$ cat config.mk
export PLATFORM = sky130hd
export DESIGN_NAME = secuenciador_captura
export DESIGN_NICKNAME = d
export VERILOG_FILES = /design/src/rtl/secuenciador_captura.sv
export SDC_FILE = /design/constraint.sdc
export NUM_CORES = 1
export LEC_CHECK = 0
export ABC_AREA = 1
export CAP_MARGIN = 0
export CORE_MARGIN = 2
export CORE_UTILIZATION = 60
export CTS_CLUSTER_SIZE = 30
export DETAILED_ROUTE_END_ITERATION = 12
export PLACE_DENSITY = 0.82
export SLEW_MARGIN = 20
export SYNTH_ARGS = -nofsm -noshare
export SYNTH_HDL_FRONTEND = slang
export SYNTH_SLANG_ARGS = --single-unit
$ cat constraint.sdc
create_clock -name clk -period 4.4 [get_ports clk]
set_clock_uncertainty 0.05 [all_clocks]
set_input_delay 0.66 -clock clk [delete_from_list [all_inputs] [get_ports clk]]
set_output_delay 0.66 -clock clk [all_outputs]
set_load 0.05 [all_outputs]
$ cat src/rtl/secuenciador_captura.sv
// Sequences PS/2 scan codes into the tens/units/presence/ignition capture registers.
// Input strobe: dato is meaningful only in the cycle tick=1; there is no back-pressure.
module secuenciador_captura #(
  parameter logic [7:0] START_CODE     = 8'h5A,
  parameter logic [7:0] ESC_CODE       = 8'h76,
  parameter logic [7:0] BKSP_CODE      = 8'h66,
  parameter int         TIMEOUT_CYCLES = 50_000_000
) (
  input  logic       clk,
  input  logic       rst,
  input  logic [7:0] dato,
  input  logic       tick,
  output logic [3:0] registros,
  output logic       active,
  output logic       busy,
  output logic [2:0] campo,
  output logic       error,
  output logic       timeout
);

  localparam int TW = $clog2(TIMEOUT_CYCLES + 1);

  typedef enum logic [2:0] {
    IDLE     = 3'd0,
    WAIT_DEC = 3'd1,
    WAIT_UNI = 3'd2,
    WAIT_PRE = 3'd3,
    WAIT_IGN = 3'd4,
    COMMIT   = 3'd5
  } state_t;

  state_t        state, state_nx;
  logic          brk, brk_nx, ext, ext_nx;
  logic [TW-1:0] timer, timer_nx;
  logic [3:0]    tens, tens_nx;
  logic [3:0]    reg_nx;
  logic          active_nx, error_nx, timeout_nx;
  logic          is_prefix, key, dig_ok, accept;
  logic [3:0]    dig;

  always_comb begin
    dig_ok = 1'b1;
    dig    = 4'd0;
    case (dato)
      8'h45: dig = 4'd0;
      8'h16: dig = 4'd1;
      8'h1E: dig = 4'd2;
      8'h26: dig = 4'd3;
      8'h25: dig = 4'd4;
      8'h2E: dig = 4'd5;
      8'h36: dig = 4'd6;
      8'h3D: dig = 4'd7;
      8'h3E: dig = 4'd8;
      8'h46: dig = 4'd9;
      default: dig_ok = 1'b0;
    endcase
  end

  // A byte following F0 or E0 is the tail of a release/extended sequence and never a key.
  assign is_prefix = tick && (dato == 8'hF0 || dato == 8'hE0);
  assign key       = tick && !is_prefix && !brk && !ext;

  always_comb begin
    case (state)
      WAIT_DEC: accept = dig_ok && (dig <= 4'd3);
      WAIT_UNI: accept = dig_ok && ((tens == 4'd3) ? (dig <= 4'd1) : 1'b1);
      WAIT_PRE,
      WAIT_IGN: accept = dig_ok && (dig <= 4'd1);
      default:  accept = 1'b0;
    endcase
  end

  always_comb begin
    state_nx   = state;
    brk_nx     = brk;
    ext_nx     = ext;
    timer_nx   = '0;
    tens_nx    = tens;
    reg_nx     = 4'b0000;
    active_nx  = 1'b0;
    error_nx   = 1'b0;
    timeout_nx = 1'b0;

    if (tick) begin
      if (dato == 8'hF0)      brk_nx = 1'b1;
      else if (dato == 8'hE0) ext_nx = 1'b1;
      else if (brk || ext) begin
        brk_nx = 1'b0;
        ext_nx = 1'b0;
      end
    end

    case (state)
      IDLE: begin
        if (key && dato == START_CODE) state_nx = WAIT_DEC;
      end
      WAIT_DEC, WAIT_UNI, WAIT_PRE, WAIT_IGN: begin
        timer_nx = timer + TW'(1);
        if (key) begin
          if (dato == ESC_CODE) begin
            state_nx = IDLE;
          end else if (dato == BKSP_CODE) begin
            state_nx = state_t'(state - 3'd1);
          end else if (accept) begin
            state_nx = state_t'(state + 3'd1);
            case (state)
              WAIT_DEC: begin
                reg_nx  = 4'b0001;
                tens_nx = dig;
              end
              WAIT_UNI: reg_nx = 4'b0010;
              WAIT_PRE: reg_nx = 4'b0100;
              default:  reg_nx = 4'b1000;
            endcase
          end else begin
            error_nx = 1'b1;
          end
        end else if (timer == TW'(TIMEOUT_CYCLES - 1)) begin
          // timer is about to reach TIMEOUT_CYCLES with no key pending
          timeout_nx = 1'b1;
          state_nx   = IDLE;
        end
      end
      COMMIT: begin
        active_nx = 1'b1;
        state_nx  = IDLE;
      end
      default: state_nx = IDLE;
    endcase

    if (key || state_nx != state) timer_nx = '0;
  end

  always_ff @(posedge clk or negedge rst) begin
    if (!rst) begin
      state     <= IDLE;
      brk       <= 1'b0;
      ext       <= 1'b0;
      timer     <= '0;
      tens      <= 4'd0;
      registros <= 4'b0000;
      active    <= 1'b0;
      error     <= 1'b0;
      timeout   <= 1'b0;
    end else begin
      state     <= state_nx;
      brk       <= brk_nx;
      ext       <= ext_nx;
      timer     <= timer_nx;
      tens      <= tens_nx;
      registros <= reg_nx;
      active    <= active_nx;
      error     <= error_nx;
      timeout   <= timeout_nx;
    end
  end

  assign campo = state;
  assign busy  = (state != IDLE);

endmodule
Yosys cells after proc, flatten, opt, wreduce, memory -nomap -nowiden:

Index checks and enable logic that the tools add are counted.

* add/sub/neg operators: 3
* multipliers: 0
* div/mod/pow operators: 0
* magnitude comparators: 2
* equality and inequality tests: 24
* shifts and indexed selects: 0
* mux-type cells: 32
* bitwise logic cells: 3
* reduce and logical (&&, ||, !) cells: 24

Operator list (count)
* 2-to-1 mux 26 bit: 2
* == test 8 x 6 -> 1 bit, second input constant: 6
* == test 8 x 7 -> 1 bit, second input constant: 5
* case mux 4 bit (9 select lines): 1
* adder 26 x 1 -> 26 bit, second input constant: 1
* == test 26 bit, second input constant: 1
* 2-to-1 mux 4 bit: 5
* 2-to-1 mux 3 bit: 6
* == test 8 x 5 -> 1 bit, second input constant: 2
* == test 8 bit, second input constant: 2
* 2-to-1 mux 1 bit: 15
* case mux 4 bit (3 select lines): 1
* OR reduction 10 bit: 1
* logical AND 1 bit: 8
* == test 3 x 2 -> 1 bit, second input constant: 2
* == test 3 bit, second input constant: 2
* case mux 3 bit (2 select lines): 1
* AND reduction 3 bit: 2
* AND reduction 6 bit: 1
* == test 4 x 2 -> 1 bit, second input constant: 1
* <= comparator 4 x 1 -> 1 bit, second input constant: 1
* <= comparator 4 x 2 -> 1 bit, second input constant: 1
* nonzero test 2 bit: 2
* OR reduction 4 bit: 1
* 12 further kinds: 18

* register bits: 42
* latch bits: 0
* memory bits (writable): 0
* memory bits (read-only): 0
* memories: 0

Logic depth before layout (Yosys ltp):

* word-level depth: 14
* depth in mapped cells: 20
* gate-level depth less buffers: 19

Least setup slack after synthesis:

No wires, ideal clock.

* kind: register to register
* start: register state[0] (netlist: campo[0])
* end: register timer[13]
* arrival time: 2496 ps
* setup slack: 1730 ps
* stages on the path, launching flop included: 18
* buffers on the path: 1
* clock period less this slack: 2670 ps
* path through: dfrtp_1 inv_1 ha_1 nand2_4 nand3_2 o21ai_1 nand2_1 nand2_2 nand2_4 nand2_1 nand3_1 nand2_1 nand2_1 nand2_1 nand3_1 nand3_4 buf_8 nor2_4

* cells in the longest elaborated chain, start to end: 11
* elaborated cells between the ends (all ways): 21
* those cells by class: 2 x add/sub; 5 x eq/ne; 10 x mux; 4 x reduce/logical

RTL lines
* from (decl): line 32 `state_t state, state_nx;`
* from (signal assigned): line 146 `state <= state_nx;`
* == test 3 x 2 -> 1 bit or == test 3 bit (tied branches): line 64, 93
* OR reduction 2 bit: line 64 `case (state)`
* case mux 1 bit (3 select lines): line 64
* 2-to-1 mux 3 bit: line 104 `end else if (accept) begin`
* 2-to-1 mux 3 bit: line 102 `end else if (dato == BKSP_CODE) begin`
* 2-to-1 mux 3 bit: line 100 `if (dato == ESC_CODE) begin`
* 2-to-1 mux 3 bit: line 99 `if (key) begin`
* case mux 3 bit (2 select lines): line 93 `case (state)`
* != test 3 bit: line 131 `if (key || state_nx != state) timer_nx = '0;`
* logical OR 1 bit: line 131
* 2-to-1 mux 26 bit *: line 131
* named net timer_nx[13]: line 34 `logic [TW-1:0] timer, timer_nx;`
* to (signal assigned): line 149 `timer <= timer_nx;`
* to (decl): line 34

Mark *: on every way through the listed nets, which the timed path passes. The rest lies on a longest branch.
A chain may end at the register's enable or synchronous reset.

Worst setup path in the final report:

* start: register state[0] (netlist: campo[0])
* end: output port busy

* cells in the longest elaborated chain, start to end: 1

RTL lines
* nonzero test 3 bit: line 159 `assign busy = (state != IDLE);`
* to (decl): line 15 `output logic busy,`

No other way between the ends.

==> metrics.log <==
INFO  metric regToRegStartpoint = campo[0]
INFO  metric cts_tree = built
INFO  metric cp_max_fo = 7
INFO  metric critPathKind = register to output port
INFO  metric start_util = 61.5%
INFO  metric ys_warn_count = 0
INFO  metric cts_setup_buffers = 0
INFO  metric synth_seq_area_share = 39.5%
INFO  metric number_of_flip_flops_and_latches_in_the_synthesized_netlist = 42
INFO  metric worst_ir_drop_vdd = 329 µV
INFO  metric route.final.wire_length = 4750 µm
INFO  metric tightest_slew = 0.885 ns
INFO  metric clockBufferDepth = 2
INFO  metric critPathLaunch = campo[0]
INFO  metric register_clock_pin_slew_on_the_reported_worst_setup_and_hold_paths = 0.08 ns
INFO  metric cts-buffers-inserted = 5
INFO  metric port_buffers = 21
INFO  metric worstSkewPairLatency = 0.29 ns
INFO  metric power_density = 382 nW/µm²
INFO  metric cts_htree_levels = 2
INFO  metric fin_crit_sh = 70.8%
INFO  metric vertical_die_dimension = 70.6 µm
INFO  metric crit_arrival = ~2.4 ns
INFO  metric hp-start = timer[0]
INFO  metric final_antenna_net_count = 0
INFO  metric period_needed = a little over 3 ns
INFO  metric io_pins = 22
INFO  metric sink_count = 42
INFO  metric end_kind = output port
INFO  metric setup_total_negative_slack = 0 ns
INFO  metric synthDominantCellAreaShare = 39.5%
INFO  metric multiInputGateArea = 1400 µm²
INFO  metric layout.cells.most_common = sky130_fd_sc_hd__nand2_1
INFO  metric yosys-top-cells-area = sky130_fd_sc_hd__dfrtp_1 (40%), sky130_fd_sc_hd__nand2_1 (9.7%), sky130_fd_sc_hd__inv_1 (5.8%)
INFO  metric result_of_the_run = complete, no violations
INFO  metric timing.critical_path.required = 3.69 ns
INFO  metric area_growth_from_synthesis_to_layout = 12.4%
INFO  metric mapped_area = 2660 µm²
INFO  metric hpwl = 3660 µm
INFO  metric most-common-layout-cells = sky130_fd_sc_hd__nand2_1 (69), sky130_fd_sc_hd__dfrtp_1 (42), sky130_fd_sc_hd__inv_1 (41)
INFO  metric synthCells = 334
INFO  metric track_usage = 20.9%
INFO  metric clk_root_buffer_cell = sky130_fd_sc_hd__clkbuf_8
INFO  metric layout.nets = 378
INFO  metric route.detailed.drc = 0
INFO  metric timing.max_slew.rel_slack = 41.0%
INFO  metric synth.distinct_cells = 31
INFO  metric antenna-diode-count = 0
INFO  metric drt_first_iter_violations = 99
INFO  metric yosys.area.top_type = sky130_fd_sc_hd__dfrtp_1
INFO  metric max_stage_delay = 0.79 ns
INFO  metric cts_hold_repair.buffers = 0
INFO  metric route.detailed.wl_per_inst = ~11 µm
INFO  metric max_cap_viol_count = 0
INFO  metric grt_antenna_before_repair = 0
INFO  metric global_route.overflow_total = 0
INFO  metric avgSynthCellArea = 7.96 µm²
INFO  metric post-layout-total-power = 1.14 mW
INFO  metric wire_length_of_the_first_global_routing_pass = 8420 µm
INFO  metric leakage_power = 1.31 nW
INFO  metric drt-vias-per-instance = 5.09
INFO  metric syn_nets = 352
INFO  metric drtPass1Iterations = 4
INFO  metric grt_max_degree = 43
INFO  metric drive_gt1_share = between 10% and 20%
INFO  metric post_cts.resized_instances = 0
INFO  metric die-area = 4980 µm²
INFO  metric place.gp.congestion = 0.873
INFO  metric hold_class = register to register
INFO  metric finalSetupViolCount = 0
INFO  metric achievable-frequency = 321 MHz
INFO  metric via_count = 2,104
INFO  metric startpoint_kind_of_the_worst_setup_timing_path = register
INFO  metric ff_latch_area = about 1100 µm²
INFO  metric grt_pass1_vias = a little over 2,000
INFO  metric timing_hold_violations_final = 0
INFO  metric fill_cells = 370
INFO  metric cpMaxStageDelayCell = sky130_fd_sc_hd__clkdlybuf4s50_1
INFO  metric timing.critical_path.cells = inv_1 > ha_1 > ha_1 > inv_1 > clkdlybuf4s50_1
INFO  metric timing_max_transition_violations_final = 0
INFO  metric num_rows = 24
INFO  metric rsz0062_at_grt = false
INFO  metric floorplan.die.width = 70.6 µm
INFO  metric core_region_area = 4320 µm²
==> logic make-up (layout without fill, tap and decap cells) <==
family,count (synthesis),in the layout,synth area share [%]
simple gates,198,198,39.6
buf+inv,50,77,7.86
flops,42,42,39.5
compound gates,20,20,4.09
xor+xnor,16,16,5.27
fa+ha+maj,7,7,3.29
mux,1,1,0.423
==> state kept, by name, summed over array words and instances (netlist names) <==
register	cells
timeout	1
tens	4
ext	1
brk	1
campo	3
timer	26
registros	4
error	1
active	1
==> layer usage <==
metal / track usage [%] / part of all wire, % / vias to the layer above
li1: - / - / 1105
met5: 0 / 0 / -
met1: 28.3 / 48 / 958
met3: 4.27 / 3.7 / 5
met4: 4.40 / 0.88 / 0
met2: 35.5 / 47 / 36
==> cells in the mapped netlist, drive strengths merged <==
master  number
nand2       83
nor2        69
inv         48
dfrtp       42
nand3       27
o21ai       14
xor2        13
nand4        9
ha           7
nor3         5
a21oi        3
xnor2        3
buf          2
nand3b       2
nor4         2
o22ai        2
mux2         1
o41a         1
or2          1
==> path summary, 6_finish.rpt <==
kind / cells after the start / slack [ns] / endpoint
setup / recovery: 5 / 1.28 / busy
hold / removal: 1 / 0.42 / timer[0]
setup reg to reg: 17 / 1.49 / timer[1]
hold reg to reg: 1 / 0.42 / timer[0]
max in group asynchronous: 1 / 3.31 / timer[23]
min in group asynchronous: 1 / 0.43 / tens[2]
==> metrics by stage <==
stage / util (%) / worst slack [ns] / instances / cell area [µm²] / hold WS (ns)
floorplan: - / 1.73 / 334 / 2660 / 0.314
global placement: 67.2 / 1.12 / 405 / 2900 / 0.402
detailed placement: 67.2 / 1.05 / 405 / 2900 / 0.408
CTS: 69.2 / 1.28 / 413 / 2990 / 0.419
global route: 69.2 / 1.06 / 413 / 2990 / 0.451
finish: 69.2 / 1.28 / 413 / 2990 / 0.419
==> where the power goes <==
part           switching [mW]  total [mW]  internal (mW)
registers              0.0361       0.442          0.406
clock network           0.133       0.245          0.112
logic                   0.329       0.455          0.126
==> critical path, delay by kind of cell, from the launching register on <==
kind,cells,cell delay (ns)
adder cells (fa/ha/maj),2,0.54
buffers and inverters,3,1.07
flip-flops,1,0.51
==> final cells by class <==
cell class	count	area share, %
Tap cell	52	2.18
Sequential cell	42	35.1
Clock buffer	6	2.43
Multi-Input combinational cell	242	46.8
Clock inverter	2	0.460
Inverter	48	6.11
Timing Repair Buffer	21	6.86
(Power assumes the default switching activity.)
